==> src/rtl/mem_port_arbiter_if.sv <==
// Bus bundle between two requesting masters, the arbiter and one shared memory slave.
// The slave modport is the arbiter's view; the master modport is the surrounding system's view.
interface mem_port_arbiter_if #(
  parameter int ADDR_WIDTH = 32,
  parameter int DATA_WIDTH = 32
);
  localparam int BE_WIDTH = DATA_WIDTH / 8;

  logic                  m0_req_i;
  logic [ADDR_WIDTH-1:0] m0_addr_i;
  logic                  m0_we_i;
  logic [BE_WIDTH-1:0]   m0_be_i;
  logic [DATA_WIDTH-1:0] m0_wdata_i;
  logic                  m0_gnt_o;
  logic                  m0_rvalid_o;
  logic [DATA_WIDTH-1:0] m0_rdata_o;
  logic                  m0_err_o;

  logic                  m1_req_i;
  logic [ADDR_WIDTH-1:0] m1_addr_i;
  logic                  m1_we_i;
  logic [BE_WIDTH-1:0]   m1_be_i;
  logic [DATA_WIDTH-1:0] m1_wdata_i;
  logic                  m1_gnt_o;
  logic                  m1_rvalid_o;
  logic [DATA_WIDTH-1:0] m1_rdata_o;
  logic                  m1_err_o;

  logic                  s_req_o;
  logic [ADDR_WIDTH-1:0] s_addr_o;
  logic                  s_we_o;
  logic [BE_WIDTH-1:0]   s_be_o;
  logic [DATA_WIDTH-1:0] s_wdata_o;
  logic                  s_gnt_i;
  logic                  s_rvalid_i;
  logic [DATA_WIDTH-1:0] s_rdata_i;
  logic                  s_err_i;

  logic                  protocol_err_o;

  modport slave (
    input  m0_req_i, m0_addr_i, m0_we_i, m0_be_i, m0_wdata_i,
    output m0_gnt_o, m0_rvalid_o, m0_rdata_o, m0_err_o,
    input  m1_req_i, m1_addr_i, m1_we_i, m1_be_i, m1_wdata_i,
    output m1_gnt_o, m1_rvalid_o, m1_rdata_o, m1_err_o,
    output s_req_o, s_addr_o, s_we_o, s_be_o, s_wdata_o,
    input  s_gnt_i, s_rvalid_i, s_rdata_i, s_err_i,
    output protocol_err_o
  );

  modport master (
    output m0_req_i, m0_addr_i, m0_we_i, m0_be_i, m0_wdata_i,
    input  m0_gnt_o, m0_rvalid_o, m0_rdata_o, m0_err_o,
    output m1_req_i, m1_addr_i, m1_we_i, m1_be_i, m1_wdata_i,
    input  m1_gnt_o, m1_rvalid_o, m1_rdata_o, m1_err_o,
    input  s_req_o, s_addr_o, s_we_o, s_be_o, s_wdata_o,
    output s_gnt_i, s_rvalid_i, s_rdata_i, s_err_i,
    input  protocol_err_o
  );
endinterface

==> src/rtl/mem_port_arbiter.sv <==
// Two-master round-robin arbiter onto one memory port, with request locking during
// slave stalls and an owner FIFO that routes in-order responses back to their master.
module mem_port_arbiter #(
  parameter int ADDR_WIDTH      = 32,
  parameter int DATA_WIDTH      = 32,
  parameter int MAX_OUTSTANDING = 2
) (
  input logic                 clk_i,
  input logic                 rst_ni,
  mem_port_arbiter_if.slave   bus
);

  localparam int BE_WIDTH = DATA_WIDTH / 8;
  localparam int PTR_W    = (MAX_OUTSTANDING > 1) ? $clog2(MAX_OUTSTANDING) : 1;
  localparam int CNT_W    = $clog2(MAX_OUTSTANDING + 1);

  localparam logic [CNT_W-1:0] FIFO_DEPTH = CNT_W'(MAX_OUTSTANDING);
  localparam logic [PTR_W-1:0] PTR_LAST   = PTR_W'(MAX_OUTSTANDING - 1);

  logic             sel_q;
  logic             locked_q;
  logic             last_winner_q;
  logic             protocol_err_q;
  logic             owner_q [MAX_OUTSTANDING];
  logic [PTR_W-1:0] wr_ptr_q;
  logic [PTR_W-1:0] rd_ptr_q;
  logic [CNT_W-1:0] count_q;

  logic [1:0]            req;
  logic                  sel;
  logic                  lock_hold;
  logic                  fifo_full;
  logic                  fifo_empty;
  logic                  fifo_head;
  logic                  s_req;
  logic                  push;
  logic                  pop;
  logic [ADDR_WIDTH-1:0] addr_mux;
  logic [BE_WIDTH-1:0]   be_mux;
  logic [DATA_WIDTH-1:0] wdata_mux;

  function automatic logic [PTR_W-1:0] ptr_inc(input logic [PTR_W-1:0] p);
    return (p == PTR_LAST) ? '0 : p + 1'b1;
  endfunction

  assign req        = {bus.m1_req_i, bus.m0_req_i};
  assign fifo_full  = (count_q == FIFO_DEPTH);
  assign fifo_empty = (count_q == '0);
  assign fifo_head  = owner_q[rd_ptr_q];

  // A lock only holds while its owner still requests; a master abandoning a stalled
  // request must not leave the other master blocked or get a phantom grant.
  assign lock_hold  = locked_q & req[sel_q];

  // NOTE: every path assigns sel after its default, so no latch is inferred.
  always_comb begin
    sel = sel_q;
    if (!lock_hold) begin
      if (&req)        sel = ~last_winner_q;
      else if (req[0]) sel = 1'b0;
      else if (req[1]) sel = 1'b1;
    end
  end

  // The full check uses the registered count, so a same-cycle pop frees a slot
  // only from the next cycle onward.
  assign s_req = (|req) & ~fifo_full;
  assign push  = s_req & bus.s_gnt_i;
  assign pop   = bus.s_rvalid_i & ~fifo_empty;

  assign addr_mux  = sel ? bus.m1_addr_i  : bus.m0_addr_i;
  assign be_mux    = sel ? bus.m1_be_i    : bus.m0_be_i;
  assign wdata_mux = sel ? bus.m1_wdata_i : bus.m0_wdata_i;

  assign bus.s_req_o   = s_req;
  assign bus.s_addr_o  = addr_mux;
  assign bus.s_we_o    = sel ? bus.m1_we_i : bus.m0_we_i;
  assign bus.s_be_o    = be_mux;
  assign bus.s_wdata_o = wdata_mux;

  assign bus.m0_gnt_o = push & ~sel;
  assign bus.m1_gnt_o = push &  sel;

  assign bus.m0_rvalid_o = pop & ~fifo_head;
  assign bus.m1_rvalid_o = pop &  fifo_head;
  assign bus.m0_err_o    = pop & bus.s_err_i & ~fifo_head;
  assign bus.m1_err_o    = pop & bus.s_err_i &  fifo_head;
  assign bus.m0_rdata_o  = bus.s_rdata_i;
  assign bus.m1_rdata_o  = bus.s_rdata_i;

  assign bus.protocol_err_o = protocol_err_q;

  // NOTE: state uses non-blocking assignments so every register samples pre-edge values.
  always_ff @(posedge clk_i) begin
    if (!rst_ni) begin
      sel_q          <= 1'b0;
      locked_q       <= 1'b0;
      last_winner_q  <= 1'b1;
      protocol_err_q <= 1'b0;
      wr_ptr_q       <= '0;
      rd_ptr_q       <= '0;
      count_q        <= '0;
    end else begin
      sel_q <= sel;

      if (push) begin
        locked_q      <= 1'b0;
        last_winner_q <= sel;
      end else if (s_req) begin
        locked_q <= 1'b1;
      end else if (locked_q && !req[sel_q]) begin
        locked_q <= 1'b0;
      end

      if (push) wr_ptr_q <= ptr_inc(wr_ptr_q);
      if (pop)  rd_ptr_q <= ptr_inc(rd_ptr_q);

      case ({push, pop})
        2'b10:   count_q <= count_q + 1'b1;
        2'b01:   count_q <= count_q - 1'b1;
        default: count_q <= count_q;
      endcase

      if (bus.s_rvalid_i && fifo_empty) protocol_err_q <= 1'b1;
    end
  end

  // NOTE: owner storage has no reset; count and pointers guarantee no stale entry is read.
  always_ff @(posedge clk_i) begin
    if (push) owner_q[wr_ptr_q] <= sel;
  end

endmodule

==> src/flat_wrapper.sv <==
// flat-port wrapper written by rule: the top's interface ports become plain ports
module mem_port_arbiter_flat 
#(
  parameter int ADDR_WIDTH      = 32,
  parameter int DATA_WIDTH      = 32,
  parameter int MAX_OUTSTANDING = 2
)
  (clk_i, rst_ni, bus_m0_req_i, bus_m0_addr_i, bus_m0_we_i, bus_m0_be_i, bus_m0_wdata_i, bus_m0_gnt_o, bus_m0_rvalid_o, bus_m0_rdata_o, bus_m0_err_o, bus_m1_req_i, bus_m1_addr_i, bus_m1_we_i, bus_m1_be_i, bus_m1_wdata_i, bus_m1_gnt_o, bus_m1_rvalid_o, bus_m1_rdata_o, bus_m1_err_o, bus_s_req_o, bus_s_addr_o, bus_s_we_o, bus_s_be_o, bus_s_wdata_o, bus_s_gnt_i, bus_s_rvalid_i, bus_s_rdata_i, bus_s_err_i, bus_protocol_err_o);
  mem_port_arbiter_if #(.ADDR_WIDTH(ADDR_WIDTH), .DATA_WIDTH(DATA_WIDTH)) bus_i ();
  input logic clk_i;
  input logic rst_ni;
  input wire logic [$bits(bus_i.m0_req_i)-1:0] bus_m0_req_i;
  input wire logic [$bits(bus_i.m0_addr_i)-1:0] bus_m0_addr_i;
  input wire logic [$bits(bus_i.m0_we_i)-1:0] bus_m0_we_i;
  input wire logic [$bits(bus_i.m0_be_i)-1:0] bus_m0_be_i;
  input wire logic [$bits(bus_i.m0_wdata_i)-1:0] bus_m0_wdata_i;
  output wire logic [$bits(bus_i.m0_gnt_o)-1:0] bus_m0_gnt_o;
  output wire logic [$bits(bus_i.m0_rvalid_o)-1:0] bus_m0_rvalid_o;
  output wire logic [$bits(bus_i.m0_rdata_o)-1:0] bus_m0_rdata_o;
  output wire logic [$bits(bus_i.m0_err_o)-1:0] bus_m0_err_o;
  input wire logic [$bits(bus_i.m1_req_i)-1:0] bus_m1_req_i;
  input wire logic [$bits(bus_i.m1_addr_i)-1:0] bus_m1_addr_i;
  input wire logic [$bits(bus_i.m1_we_i)-1:0] bus_m1_we_i;
  input wire logic [$bits(bus_i.m1_be_i)-1:0] bus_m1_be_i;
  input wire logic [$bits(bus_i.m1_wdata_i)-1:0] bus_m1_wdata_i;
  output wire logic [$bits(bus_i.m1_gnt_o)-1:0] bus_m1_gnt_o;
  output wire logic [$bits(bus_i.m1_rvalid_o)-1:0] bus_m1_rvalid_o;
  output wire logic [$bits(bus_i.m1_rdata_o)-1:0] bus_m1_rdata_o;
  output wire logic [$bits(bus_i.m1_err_o)-1:0] bus_m1_err_o;
  output wire logic [$bits(bus_i.s_req_o)-1:0] bus_s_req_o;
  output wire logic [$bits(bus_i.s_addr_o)-1:0] bus_s_addr_o;
  output wire logic [$bits(bus_i.s_we_o)-1:0] bus_s_we_o;
  output wire logic [$bits(bus_i.s_be_o)-1:0] bus_s_be_o;
  output wire logic [$bits(bus_i.s_wdata_o)-1:0] bus_s_wdata_o;
  input wire logic [$bits(bus_i.s_gnt_i)-1:0] bus_s_gnt_i;
  input wire logic [$bits(bus_i.s_rvalid_i)-1:0] bus_s_rvalid_i;
  input wire logic [$bits(bus_i.s_rdata_i)-1:0] bus_s_rdata_i;
  input wire logic [$bits(bus_i.s_err_i)-1:0] bus_s_err_i;
  output wire logic [$bits(bus_i.protocol_err_o)-1:0] bus_protocol_err_o;
  assign bus_i.m0_req_i = bus_m0_req_i;
  assign bus_i.m0_addr_i = bus_m0_addr_i;
  assign bus_i.m0_we_i = bus_m0_we_i;
  assign bus_i.m0_be_i = bus_m0_be_i;
  assign bus_i.m0_wdata_i = bus_m0_wdata_i;
  assign bus_m0_gnt_o = bus_i.m0_gnt_o;
  assign bus_m0_rvalid_o = bus_i.m0_rvalid_o;
  assign bus_m0_rdata_o = bus_i.m0_rdata_o;
  assign bus_m0_err_o = bus_i.m0_err_o;
  assign bus_i.m1_req_i = bus_m1_req_i;
  assign bus_i.m1_addr_i = bus_m1_addr_i;
  assign bus_i.m1_we_i = bus_m1_we_i;
  assign bus_i.m1_be_i = bus_m1_be_i;
  assign bus_i.m1_wdata_i = bus_m1_wdata_i;
  assign bus_m1_gnt_o = bus_i.m1_gnt_o;
  assign bus_m1_rvalid_o = bus_i.m1_rvalid_o;
  assign bus_m1_rdata_o = bus_i.m1_rdata_o;
  assign bus_m1_err_o = bus_i.m1_err_o;
  assign bus_s_req_o = bus_i.s_req_o;
  assign bus_s_addr_o = bus_i.s_addr_o;
  assign bus_s_we_o = bus_i.s_we_o;
  assign bus_s_be_o = bus_i.s_be_o;
  assign bus_s_wdata_o = bus_i.s_wdata_o;
  assign bus_i.s_gnt_i = bus_s_gnt_i;
  assign bus_i.s_rvalid_i = bus_s_rvalid_i;
  assign bus_i.s_rdata_i = bus_s_rdata_i;
  assign bus_i.s_err_i = bus_s_err_i;
  assign bus_protocol_err_o = bus_i.protocol_err_o;
  mem_port_arbiter #(.ADDR_WIDTH(ADDR_WIDTH), .DATA_WIDTH(DATA_WIDTH), .MAX_OUTSTANDING(MAX_OUTSTANDING)) u_core (.clk_i(clk_i), .rst_ni(rst_ni), .bus(bus_i));
endmodule
==> config.mk <==
export PLATFORM = sky130hd
export DESIGN_NAME = mem_port_arbiter_flat
export DESIGN_NICKNAME = d
export VERILOG_FILES = /design/src/rtl/mem_port_arbiter_if.sv /design/src/rtl/mem_port_arbiter.sv /design/src/flat_wrapper.sv
export SDC_FILE = /design/constraint.sdc
export NUM_CORES = 1
export LEC_CHECK = 0
export CORE_AREA = 2 2 124 126
export DETAILED_ROUTE_END_ITERATION = 10
export DIE_AREA = 0 0 126 128
export PLACE_DENSITY = 0.49
export SYNTH_ARGS = -nofsm -noshare
export SYNTH_HDL_FRONTEND = slang
export SYNTH_SLANG_ARGS = --single-unit
==> constraint.sdc <==
create_clock -name clk_i -period 2.53 [get_ports clk_i]
set_input_delay 0.3795 -clock clk_i [delete_from_list [all_inputs] [get_ports clk_i]]
set_output_delay 0.3795 -clock clk_i [all_outputs]
set_load 0.02 [all_outputs]
==> results of run 1 <==
## worst paths after layout
| kind | endpoint | slack, ns | cells past startpoint |
|---|---|---|---|
| worst max register to register | u_core.count_q[1] | 0.55 | 6 |
| worst max-delay path | bus_s_addr_o[7] | 0.09 | 7 |
| worst min-delay path | u_core.bus.protocol_err_o | 0.47 | 2 |
| worst min register to register | u_core.bus.protocol_err_o | 0.47 | 2 |
## power by group
part / internal [mW] / switching [mW] / total, mW / leakage, nW
registers: 0.224 / 0.0254 / 0.250 / 0.0936
logic: 0.639 / 0.503 / 1.14 / 1.50
clock network: 0.211 / 0.0743 / 0.286 / 0.0382
total: 1.07 / 0.603 / 1.68 / 1.63
## registers in the layout, indices dropped and copies added, names as in the netlist, named ones only
signal / count
u_core.last_winner_q: 1
u_core.sel_q: 1
u_core.owner_q: 2
u_core.bus.protocol_err_o: 1
u_core.wr_ptr_q: 1
u_core.rd_ptr_q: 1
u_core.count_q: 2
u_core.locked_q: 1
## cells by family after synthesis
logic type / count (synthesis) / share of synthesized area
mux: 72 / 0.430
flops: 11 / 0.128
compound gates: 9 / 0.0453
fa+ha+maj: 1 / 0.00666
simple gates: 27 / 0.0700
buf+inv: 75 / 0.306
xor+xnor: 3 / 0.0140
## per-stage QoR
stage / setup TNS (ns) / worst slack (ns) / hold WS [ns]
3_3_place_gp: -27.79 / -0.493 / 0.452
6_report: 0 / 0.0914 / 0.474
3_5_place_dp: -27.85 / -0.494 / 0.467
4_1_cts: 0 / 0.00125 / 0.480
2_1_floorplan: 0 / 0.643 / 0.452
5_1_grt: 0 / 0.0151 / 0.517
## final cells by class
type                       count  area share
clock buffer                   4      0.0198
inverter                       3     0.00283
multi-input combinational    112       0.270
sequential                    11      0.0606
tap                          188      0.0591
timing repair buffer         244       0.588
## layer usage
layer | track usage | vias to the layer above
li1 | - | 978
met4 | 0.00711 | 0
met5 | 0 | -
met2 | 0.202 | 139
met1 | 0.132 | 889
met3 | 0.0401 | 4
## critical path: stages (launching register included)
cell and delay [ns]:
dfxtp_1 0.33, and2_1 0.19, o32ai_4 0.24, buf_12 0.14, buf_6 0.12, buf_16 0.14, mux2_2 0.33, dlygate4sd2_1 0.32
## placed cells by master (no fill, tap or decap), types with 2 or more instances in the layout
cell type          n
dfxtp_1            8
xnor2_1            2
buf_12             4
and2_1             2
buf_6              6
inv_1              3
dlygate4sd2_1     16
clkdlybuf4s15_2   15
nor2b_1            2
clkdlybuf4s15_1    2
mux2_2            65
mux2_1             4
a21oi_1            2
buf_16             2
nand2_1            4
edfxtp_1           2
mux2i_1            2
and3_1             2
nor2_1            12
clkbuf_16          3
buf_4             15
buf_2             33
clkdlybuf4s50_1  148
## repair_timing
action                                  in CTS  in global routing
gates cloned                                 3                  0
setup buffers                                6                  0
endpoints found under the setup margin      71                 36
pin swaps                                    1                  1
gates resized for setup                    235                  3
==> impl_metrics.yaml, run 1 <==
yosys:
  synthFlopType: "dfxtp_1"
  synth_edf_count: 2
  avgSynthCellArea_um2: 9.49
  synthDistinctLibCells: 29
  synth_area_leaders: "mux2_2 38%, buf_4 26%, dfxtp_1 9.6%, buf_6 4.2%, mux2_1 3.6%"
  yosysTopAreaCellShare: 0.384
  syn_inst: 198
  async_reset_ff_frac: 0
  syn-cell-area_um2: 1880
  synth_area_leader_cell: "mux2_2"
  seq_area_frac_synth: 0.128
  yosysWarningCount: 0
  synth-seq-cells: 11
  synth_common_cells: "64 x buf_4, 64 x mux2_2, 12 x nor2_1"
  syn_nets: 376
detailed_routing:
  met1_length_mm: 3.73
  vias_per_cell: 3.58
  drt_wl_total_mm: 9.70
  top_layer: "met4"
  vias: 2010
  drt-wirelength-per-cell_um: 17.3
  drtPass1Iterations: 4
  drtIter0Drc: 48
  dr_wl_met2_mm: 4.97
  ant_nets: 0
  met3_length_um: 971
  drc_errors: 0
setup_path:
  end_kind: "primary output"
  required_ns: 2.15
  cp-startpoint: "u_core.sel_q"
  cp_data_arrival_time_ns: 2.06
  critPathMaxFanout: 10
  r2r-start: "u_core.count_q[1]"
  worstSetupPathType: "flip-flop to primary output"
  critPathLaunchType: "flip-flop"
placed_design:
  placed_cell_area_um2: 3890
  dp.cells: 549
  place_hpwl_mm: 8.10
  place.gp.congestion: 0.704
  port_buffers: 221
worst_hold_path:
  min_from: "u_core.bus.protocol_err_o"
  hold_class: "flip-flop to flip-flop"
power_and_ir_drop:
  ir_worst_vdd_mv: 0.309
  p_per_area_nw_per_um2: 421
  power.leakage_nw: 1.63
  fin_total_pwr_mw: 1.68
clocking:
  cts_buffer_depth: 2
  cts_hold_buf: 0
  clk_latency_ns: 0.23
  clk_pin_slew_ns: 0.04
  root_buffer: "clkbuf_16"
  numCtsBuffers: 3
  cts_tree: "built"
  cts_sinks: 11
  htree_levels: 1
sta:
  drv_slew: 0
  hold_viol: 0
  worst_slew_pin_slew_ns: 0.361
  grt_setup_unrepaired: "false"
  fmax_mhz: 410
  fin_crit_sh: 0.964
  finClkSkew_ns: 0.000669
  setup_viol: 0
  timing.slew.headroom: 0.758
  min_period_ns: 2.44
outcome:
  outcome: "finished, final reports clean"
grt:
  grt.overflow.total: 0
  antenna_found_initial: 0
  grtUsageTotal: 0.111
  grt_pass1_wl_mm: 13.6
  grt_max_degree: 12
  first_global_vias: 2161
final_layout:
  fillers: 1644
  final_util: 0.268
  area_growth_pct: 112
  multi_input_area_um2: 1070
  drive_gt1_frac: 0.401
  register_area_um2: 241
  n_antenna_cell: 0
  fin_cells: 562
  final_area_um2: 3980
  finalNetCount: 553
floorplan:
  chipWidth_um: 126
  core_area_um2: 14900
  io_pins: 318
  die-height_um: 128
  die_area_um2: 16100
  start_util: 0.126
  num_rows: 45
job:
  max-cap-violations: 0
Power figures use the tool's default switching activity.
==> run 2: changes to the inputs <==
PLACE_DENSITY = unset   (was 0.49)
==> run 2 against run 1 <==
Compared with the run above:
- critical path depth did not move
- highest routed layer unchanged
- wire length fell by 13%
- maximum frequency barely moved
- register-to-register slack improved by 0.08 ns
- hold slack barely moved
- non-clock buffer count fell by 10
- final area fell by 0.35%
- clock power rose by 1%
- largest cell class unchanged
==> impl_metrics.yaml, run 2 (synthesis results as in run 1) <==
outcome:
  outcome: "finished, final reports clean"
final_layout:
  final_cell_mix: "149 x clkdlybuf4s50_1, 64 x mux2_2, 25 x dlygate4sd2_1"
  fin_cells: 552
  area_growth_pct: 111
  fillers: 1625
  n_antenna_cell: 0
  layout_commonest_cell: "clkdlybuf4s50_1"
  largestRegisters: "u_core.count_q x2, u_core.owner_q x2"
  drive_gt1_frac: 0.352
  final_area_um2: 3970
  finalNetCount: 543
power_and_ir_drop:
  p_per_area_nw_per_um2: 410
  pwr-share-clk: 0.179
  netSwitchingPower_mw: 0.577
  combPwrFrac: 0.662
  p_int_mw: 1.05
  ir_worst_vdd_mv: 0.189
  power.leakage_nw: 1.59
  p_sw_frac: 0.355
  seqPwrFrac: 0.160
  fin_total_pwr_mw: 1.63
grt:
  grt.overflow.total: 0
  first_global_vias: 2178
  grtUsageTotal: 0.0934
  grt_max_degree: 19
  grt_pass1_wl_mm: 11.9
  antenna_found_initial: 0
setup_path:
  slowest_delay_ns: 0.48
  cp_cell_sequence: "clkdlybuf4s50_1 > o32ai_4 > buf_12 > buf_12 > buf_16 > mux2_2 > clkdlybuf4s15_2"
  critPathLaunchType: "primary input"
  cp_top_family: "buffers and inverters"
  crit_path_top_delay_cell: "clkdlybuf4s50_1"
  path_common_cell: "buf_12"
  critPathMaxFanout: 16
  end_kind: "primary output"
  cp_data_arrival_time_ns: 2.06
  cp_num_buf_inv: 5
  worstSetupPathType: "primary input to primary output"
  required_ns: 2.15
worst_hold_path:
  hold_class: "flip-flop to flip-flop"
clocking:
  clk_latency_ns: 0.24
  clk_pin_slew_ns: 0.04
  cts_buffer_depth: 2
  cts_sinks: 11
  cts_tree: "built"
  root_buffer: "clkbuf_16"
  htree_levels: 1
  numCtsBuffers: 3
  cts_hold_buf: 0
sta:
  min_period_ns: 2.44
  fin_crit_sh: 0.964
  setup_viol: 0
  hold_viol: 0
  timing.slew.headroom: 0.732
  postLayoutSetupSlackWorst_ns: 0.0917
  fmax_mhz: 410
  tns_ns: 0
  finClkSkew_ns: 0.00206
  drv_slew: 0
  worst_slew_pin_slew_ns: 0.399
  grt_setup_unrepaired: "false"
floorplan:
  start_util: 0.126
  chipWidth_um: 126
  core_area_um2: 14900
  die-height_um: 128
  io_pins: 318
  num_rows: 45
  die_area_um2: 16100
detailed_routing:
  vias: 1995
  drtPass1Iterations: 5
  drt_wl_total_mm: 8.41
  vias_per_cell: 3.61
  ant_nets: 0
  drc_errors: 0
  drt-wirelength-per-cell_um: 15.2
  drtIter0Drc: 53
placed_design:
  port_buffers: 221
  place_worst_setup_slack_ns: -0.412
  dp.cells: 541
  place_hpwl_mm: 6.74
  place.gp.congestion: 0.735
  placed_cell_area_um2: 3830
job:
  max-cap-violations: 0
run 2: cell types whose count changed in the layout (fill, tap and decap cells not counted), moves of 2 or more:
cell | before | now
buf_2 | 33 | 18
buf_4 | 15 | 5
mux2_1 | 4 | 6
clkbuf_2 | 1 | 4
clkdlybuf4s15_2 | 15 | 22
dlygate4sd2_1 | 16 | 25
buf_6 | 6 | 1
run 2: power by group through the flow:
stage,clock network (mW),registers [mW],logic (mW)
after floorplan,0,0.258,0.681
after global placement,0,0.258,1.08
after detailed placement,0,0.262,1.08
after CTS,0.295,0.260,1.09
after global routing,0.304,0.265,1.14
final,0.290,0.259,1.08
run 2: tightest hold or removal path, delay by kind of cell (launching register included):
kind / cells / cell delay (ns)
AND/OR/NAND/NOR: 1 / 0.07
AO/OA/AOI/OAI: 1 / 0.04
flip-flops: 1 / 0.32
run 2: routing by layer:
layer  routed length [um]  share of wire  up-vias  global-route usage
li1                     -              -      952                   -
met2                 4380           0.52      140               0.170
met4                  108          0.013        0              0.0213
met3                  758          0.090       16              0.0275
met5                    0              0        -                   0
met1                 3170           0.38      887               0.108
run 2: stage by stage:
step	util	hold slack, ns
2_1_floorplan	-	0.452
3_3_place_gp	0.258	0.453
3_5_place_dp	0.258	0.466
4_1_cts	0.268	0.479
5_1_grt	0.267	0.496
6_report	0.267	0.474
run 2: area by class of cell:
class	count	area [um2]	area share
tap	188	235	0.0593
inverter	3	11.3	0.00284
clock buffer	4	78.8	0.0199
sequential	11	240	0.0605
multi-input combinational	112	1070	0.270
timing repair buffer	234	2330	0.588
run 2: repair_timing:
| action | 4_1_cts | 5_1_grt |
|---|---|---|
| endpoints found under the setup margin | 70 | 39 |
| buffers inserted | 4 | 0 |
| pin swaps | 1 | 1 |
| resized for setup | 182 | 4 |
| gates cloned | 3 | 0 |
run 2: worst paths after layout:
path / startpoint / to / slack, ns / cells past startpoint
min reg2reg: u_core.bus.protocol_err_o / u_core.bus.protocol_err_o / 0.47 / 2
max: bus_m1_req_i / bus_s_be_o[0] / 0.09 / 7
min: u_core.bus.protocol_err_o / u_core.bus.protocol_err_o / 0.47 / 2
max reg2reg: u_core.count_q[0] / u_core.count_q[1] / 0.63 / 5
==> run 3: changes to the inputs <==
CTS_CLUSTER_DIAMETER = 60   (was unset)
==> results of run 3 <==
No change in the layout: final DEF, timing and power equal those of run 2.
